$ cat src/rtl/brlite_svc_rx_buffer.sv
// BrLite receive-side service buffer: four-phase req/ack intake from the router,
// service/target filtering, and a small FIFO presented to the NI with a pop pulse.
package brlite_svc_rx_buffer_pkg;
  typedef struct packed {
    logic [1:0]  service;
    logic [7:0]  ksvc;
    logic [15:0] seq_target;
    logic [15:0] producer;
    logic [31:0] payload;
  } brlite_out_t;

  typedef struct packed {
    logic [7:0]  ksvc;
    logic [15:0] seq_source;
    logic [15:0] producer;
    logic [31:0] payload;
  } brlite_svc_t;

  localparam logic [1:0] SVC_ALL     = 2'b00;
  localparam logic [1:0] SVC_TARGET  = 2'b01;
  localparam logic [1:0] SVC_MONITOR = 2'b10;
  localparam logic [1:0] SVC_CLEAR   = 2'b11;
endpackage

// Router side: br_req_i rises with br_data_i stable; the packet is consumed on the
// edge that raises br_ack_o, and br_ack_o stays high until br_req_i drops.
// NI side: br_svc_data_o is valid while br_svc_rx_o=1; a one-cycle br_svc_ack_i pops it.
module brlite_svc_rx_buffer
  import brlite_svc_rx_buffer_pkg::*;
#(
  parameter int unsigned FIFO_DEPTH = 4,
  parameter logic [15:0] ADDRESS    = 16'b0
) (
  input  logic                         clk_i,
  input  logic                         rst_i,
  input  logic                         br_req_i,
  output logic                         br_ack_o,
  input  brlite_out_t                  br_data_i,
  output logic                         br_svc_rx_o,
  input  logic                         br_svc_ack_i,
  output brlite_svc_t                  br_svc_data_o,
  output logic [$clog2(FIFO_DEPTH):0]  count_o,
  output logic [15:0]                  drop_cnt_o,
  output logic                         fsm_state_o
);

  localparam int PW = $clog2(FIFO_DEPTH);
  localparam logic [PW:0] FULL_COUNT = (PW + 1)'(FIFO_DEPTH);

  typedef enum logic {
    S_IDLE = 1'b0,
    S_HOLD = 1'b1
  } state_t;

  state_t      state;
  logic [PW-1:0] wr_ptr;
  logic [PW-1:0] rd_ptr;
  brlite_svc_t mem [FIFO_DEPTH];

  logic full;
  logic is_enq;
  logic push;
  logic discard;
  logic pop;

  assign full   = (count_o == FULL_COUNT);
  assign is_enq = (br_data_i.service == SVC_ALL) ||
                  ((br_data_i.service == SVC_TARGET) &&
                   (br_data_i.seq_target[7:0] == ADDRESS[7:0]));

  // A full FIFO only holds off enqueue-class packets; discards are always acked.
  assign push    = (state == S_IDLE) && br_req_i && is_enq && !full;
  assign discard = (state == S_IDLE) && br_req_i && !is_enq;
  assign pop     = br_svc_ack_i && (count_o != '0);

  always_ff @(posedge clk_i or posedge rst_i) begin
    if (rst_i) begin
      state      <= S_IDLE;
      wr_ptr     <= '0;
      rd_ptr     <= '0;
      count_o    <= '0;
      drop_cnt_o <= '0;
    end else begin
      case (state)
        S_IDLE: if (push || discard) state <= S_HOLD;
        S_HOLD: if (!br_req_i) state <= S_IDLE;
        default: state <= S_IDLE;
      endcase

      if (push) wr_ptr <= wr_ptr + PW'(1);
      if (pop)  rd_ptr <= rd_ptr + PW'(1);

      case ({push, pop})
        2'b10:   count_o <= count_o + (PW + 1)'(1);
        2'b01:   count_o <= count_o - (PW + 1)'(1);
        default: count_o <= count_o;
      endcase

      if (discard && (drop_cnt_o != 16'hFFFF)) drop_cnt_o <= drop_cnt_o + 16'd1;
    end
  end

  always_ff @(posedge clk_i) begin
    if (push) begin
      mem[wr_ptr] <= '{ksvc:       br_data_i.ksvc,
                       seq_source: br_data_i.seq_target,
                       producer:   br_data_i.producer,
                       payload:    br_data_i.payload};
    end
  end

  assign br_ack_o      = (state == S_HOLD);
  assign fsm_state_o   = (state == S_HOLD);
  assign br_svc_rx_o   = (count_o != '0);
  assign br_svc_data_o = mem[rd_ptr];

endmodule

$ cat config.mk
export PLATFORM = sky130hd
export DESIGN_NAME = brlite_svc_rx_buffer
export DESIGN_NICKNAME = d
export VERILOG_FILES = /design/src/rtl/brlite_svc_rx_buffer.sv
export SDC_FILE = /design/constraint.sdc
export NUM_CORES = 1
export LEC_CHECK = 0
export CAP_MARGIN = 20
export CORE_MARGIN = 2
export CORE_UTILIZATION = 35
export CTS_CLUSTER_SIZE = 12
export DETAILED_ROUTE_END_ITERATION = 10
export PLACE_DENSITY = 0.52
export SKIP_LAST_GASP = 1
export SLEW_MARGIN = 20
export SYNTH_ARGS = -nofsm -noshare
export SYNTH_HDL_FRONTEND = slang
export SYNTH_SLANG_ARGS = --single-unit
$ cat constraint.sdc
create_clock -name clk_i -period 4.3 [get_ports clk_i]
set_clock_uncertainty 0.05 [all_clocks]
set_input_delay 0.645 -clock clk_i [delete_from_list [all_inputs] [get_ports clk_i]]
set_output_delay 0.645 -clock clk_i [all_outputs]
set_load 0.05 [all_outputs]
==> impl_metrics.sql <==
INSERT INTO impl_metrics (metric_group, metric, value, unit) VALUES
('synthesis', 'ys_seq_elements', '312', ''),
('setup_path', 'reg2reg_to', 'count_o[2]$_DFFE_PP0P_', ''),
('clocking', 'clockRootBuffer', 'sky130_fd_sc_hd__clkbuf_16', ''),
('clocking', 'cts_bufs_inserted', '34', ''),
('global_routing', 'vias_in_the_first_global_route', '6141', ''),
('layout', 'area.growth.synth_to_final', '29.6', '%'),
('clocking', 'cts_htree_levels', '2', ''),
('layout', 'final_nets', '787', ''),
('sta', 'maxClockFrequency', '267', 'MHz'),
('clocking', 'cts_buffer_depth', '3', ''),
('place', 'io_buffers', '171', ''),
('setup_path', 'critPathKind', 'reg -> out', ''),
('synthesis', 'synthesis.area', '11600', 'µm²'),
('worst_hold_path', 'min-delay-start', 'drop_cnt_o[14]$_DFFE_PP0P_', ''),
('sta', 'finalCriticalPeriod', '3750', 'ps'),
('place', 'gpl.final_weighted_congestion', '0.780', ''),
('sta', 'grt_setup_unrepaired', 'false', ''),
('layout', 'layout.cells.most_common', 'sky130_fd_sc_hd__edfxtp_1', ''),
('setup_path', 'worst_ep_arrival_time', '3050', 'ps'),
('clocking', 'clock_tree_from_tritoncts', 'done', ''),
('synthesis', 'mappedNetlistNets', '584', ''),
('sta', 'relative_slew_margins', '0.373', ''),
('setup_path', 'reg2reg_slack', '2070', 'ps'),
('detailed_routing', 'drt-wirelength-per-cell', '21.2', 'µm'),
('clocking', 'clkLatencyLatePin', '500', 'ps'),
('detailed_routing', 'drc', '0', ''),
('die', 'dieWidth', '186', 'µm'),
('worst_hold_path', 'worst_hold_path.num_cells', '1', ''),
('setup_path', 'r2r-start', 'count_o[0]$_DFFE_PP0P_', ''),
('sta', 'setup_violations', '0', ''),
('run', 'cap_violations', '0', ''),
('global_routing', 'grt.total_usage', '0.143', ''),
('sta', 'final_hold_viol_count', '0', ''),
('power_and_ir_drop', 'vdd_drop_max', '444', 'µV'),
('setup_path', 'timing.critical_path.from_type', 'flip-flop', ''),
('synthesis', 'synth_top_area_frac', '0.743', ''),
('layout', 'most-common-layout-cells', '288 x sky130_fd_sc_hd__edfxtp_1, 171 x sky130_fd_sc_hd__clkdlybuf4s50_1, 72 x sky130_fd_sc_hd__mux4_2, 37 x sky130_fd_sc_hd__clkbuf_16, 22 x sky130_fd_sc_hd__dfrtp_1', ''),
('global_routing', 'grt_antenna_before_repair', '2', ''),
('clocking', 'cts-resized-gates', '0', ''),
('place', 'detailed_place_hpwl', '16300', 'µm'),
('sta', 'fin_max_slew_vios', '0', ''),
('power_and_ir_drop', 'total_power_per_unit_cell_area', '672', 'nW/µm²'),
('die', 'coreArea', '32600', 'µm²'),
('synthesis', 'avgSynthCellArea', '23.3', 'µm²'),
('detailed_routing', 'drt-initial-drc-count', '376', ''),
('setup_path', 'crit_fanout', '35', ''),
('synthesis', 'postSynthCellCount', '499', ''),
('sta', 'final.setup.tns', '0', 'ps'),
('synthesis', 'yosysWarningCount', '0', ''),
('clocking', 'hold_buffers', '0', ''),
('detailed_routing', 'ant_nets', '0', ''),
('die', 'fp.dieH', '186', 'µm'),
('clocking', 'clkTransAtPathRegs', '60', 'ps'),
('power_and_ir_drop', 'power_leakage', '4.98', 'nW'),
('synthesis', 'yosys-top-cells-area', 'sky130_fd_sc_hd__edfxtp_1 74%, sky130_fd_sc_hd__mux4_2 14%, sky130_fd_sc_hd__dfrtp_1 5.2%', ''),
('layout', 'n_fill_cell', '2752', ''),
('die', 'floorplan.rows', '66', ''),
('worst_hold_path', 'worst_hold_path.endpoint', 'drop_cnt_o[14]$_DFFE_PP0P_', ''),
('global_routing', 'wire_length_of_the_first_global_routing_pass', '37700', 'µm'),
('global_routing', 'grt_max_degree', '40', ''),
('detailed_routing', 'detail_route.first_pass.iterations', '4', ''),
('synthesis', 'netlist-cell-type-count', '33', ''),
('sta', 'tightest_slew', '940', 'ps'),
('sta', 'final_min_period_over_clock_period', '0.871', ''),
('die', 'initial_utilization', '0.357', ''),
('setup_path', 'critical_path_required_time', '3610', 'ps'),
('detailed_routing', 'totalWireLength', '24700', 'µm'),
('run_status', 'result_of_the_run', 'finished clean', ''),
('layout', 'post_route_cells_drive_above_1_share', '0.203', ''),
('detailed_routing', 'vias', '5680', ''),
('clocking', 'numClockSinks', '312', ''),
('global_routing', 'gr-total-overflow', '0', ''),
('clocking', 'postCtsSetupRepairBufs', '0', ''),
('setup_path', 'critPathCaptureType', 'primary output', ''),
('synthesis', 'yosysSeqAreaShare', '0.794', ''),
('worst_hold_path', 'min-delay-path-class', 'reg -> reg', ''),
('synthesis', 'post-synth-top-area-cell', 'sky130_fd_sc_hd__edfxtp_1', ''),
('die', 'die_area', '34700', 'µm²'),
('setup_path', 'reg2reg_depth', '10', ''),
('detailed_routing', 'avgViaCountPerCell', '4.87', ''),
('die', 'top_level_ports', '172', ''),
('sta', 'holdWs', '469', 'ps');
metrics by stage:
stage	utilization	total power (W)	worst slack, ps	instances	instance area (µm²)
3_5_place_dp	0.430	0.00750	674	1108	14000
5_1_grt	0.463	0.0105	371	1166	15100
4_1_cts	0.463	0.0103	452	1166	15100
3_3_place_gp	0.430	0.00748	751	1108	14000
2_1_floorplan	-	0.00625	610	499	11600
6_report	0.463	0.0101	553	1167	15100
cells by family (layout without fill, tap and decap cells):
kind of cell    after synthesis  in the layout  synth area share
compound gates                4              4           0.00279
fa+ha+maj                     7              7           0.00817
xor+xnor                     19             19            0.0143
simple gates                 53             53            0.0253
buf+inv                      27            252            0.0109
other cells                   0              1                 0
flops                       312            312             0.794
mux                          77             77             0.144
worst max-delay path by stage:
| stage | start | to | slack [ps] | cells after the start |
|---|---|---|---|---|
| 2_1_floorplan | br_data_i[49] | mem[0][0]$_DFFE_PP_ | 610 | 6 |
| 3_3_place_gp | br_data_i[49] | mem[0][10]$_DFFE_PP_ | 750 | 7 |
| 3_5_place_dp | br_data_i[48] | mem[0][10]$_DFFE_PP_ | 670 | 7 |
| 4_1_cts | rd_ptr[0]$_DFFE_PP0P_ | br_svc_data_o[42] | 450 | 3 |
| 5_1_grt | rd_ptr[0]$_DFFE_PP0P_ | br_svc_data_o[40] | 370 | 3 |
| 6_report | rd_ptr[0]$_DFFE_PP0P_ | br_svc_data_o[56] | 550 | 3 |
critical path, cell delays in order (launching register included):
cell and delay (ps):
sky130_fd_sc_hd__dfrtp_4 830, sky130_fd_sc_hd__buf_12 370, sky130_fd_sc_hd__mux4_2 600, sky130_fd_sc_hd__clkdlybuf4s50_1 730
cell usage after synthesis:
library cell and n:
sky130_fd_sc_hd__dfrtp_1 24, sky130_fd_sc_hd__nor2_1 11, sky130_fd_sc_hd__nor3_2 1, sky130_fd_sc_hd__and2_1 5, sky130_fd_sc_hd__a21boi_1 1, sky130_fd_sc_hd__and3_1 3, sky130_fd_sc_hd__nor4_2 1, sky130_fd_sc_hd__xnor2_1 4
sky130_fd_sc_hd__mux4_2 72, sky130_fd_sc_hd__xor2_1 15, sky130_fd_sc_hd__or3_4 1, sky130_fd_sc_hd__fa_1 1, sky130_fd_sc_hd__o41a_1 1, sky130_fd_sc_hd__or3_1 2, sky130_fd_sc_hd__nor3_1 4, sky130_fd_sc_hd__ha_1 6
sky130_fd_sc_hd__edfxtp_1 288, sky130_fd_sc_hd__nand4_1 5, sky130_fd_sc_hd__mux2_4 1, sky130_fd_sc_hd__or3b_1 1, sky130_fd_sc_hd__buf_2 11, sky130_fd_sc_hd__clkbuf_1 6, sky130_fd_sc_hd__nand2_1 9, sky130_fd_sc_hd__buf_4 3
sky130_fd_sc_hd__nor2b_4 1, sky130_fd_sc_hd__o2bb2ai_1 1, sky130_fd_sc_hd__nor2_2 1, sky130_fd_sc_hd__mux2i_1 1, sky130_fd_sc_hd__nand3_1 6, sky130_fd_sc_hd__nor4_1 2, sky130_fd_sc_hd__inv_1 7, sky130_fd_sc_hd__mux2_2 3
sky130_fd_sc_hd__o21ai_0 1
layer usage:
layer / vias to the layer above / routed length (µm) / global-route usage / part of all wire
li1: 2474 / - / - / -
met1: 2985 / 11000 / 0.194 / 0.45
met2: 181 / 11600 / 0.225 / 0.47
met3: 38 / 1600 / 0.0391 / 0.065
met4: 2 / 488 / 0.0437 / 0.020
met5: - / 11 / 0 / 0.00045
where the power goes:
part           switching [W]  leakage [nW]  total [W]  internal [W]
combinational        0.00223          1.56    0.00366       0.00143
sequential          0.000250          2.90    0.00372       0.00347
clock                0.00108         0.518    0.00276       0.00168
total                0.00356          4.98     0.0101       0.00658
registers in the layout (all words and copies together) (netlist names):
name	count
wr_ptr	2
count_o	3
mem	288
br_ack_o	1
drop_cnt_o	16
rd_ptr	2
final cells by class:
class / count / area, µm² / area share
inverter: 7 / 26.3 / 0.00174
clock inverter: 10 / 98.8 / 0.00655
antenna: 1 / 2.50 / 0.000166
timing repair buffer: 187 / 1910 / 0.126
multi-input combinational: 160 / 2280 / 0.151
clock buffer: 48 / 967 / 0.0641
tap: 442 / 553 / 0.0366
sequential: 312 / 9260 / 0.613
Power figures use the tool's default switching activity.
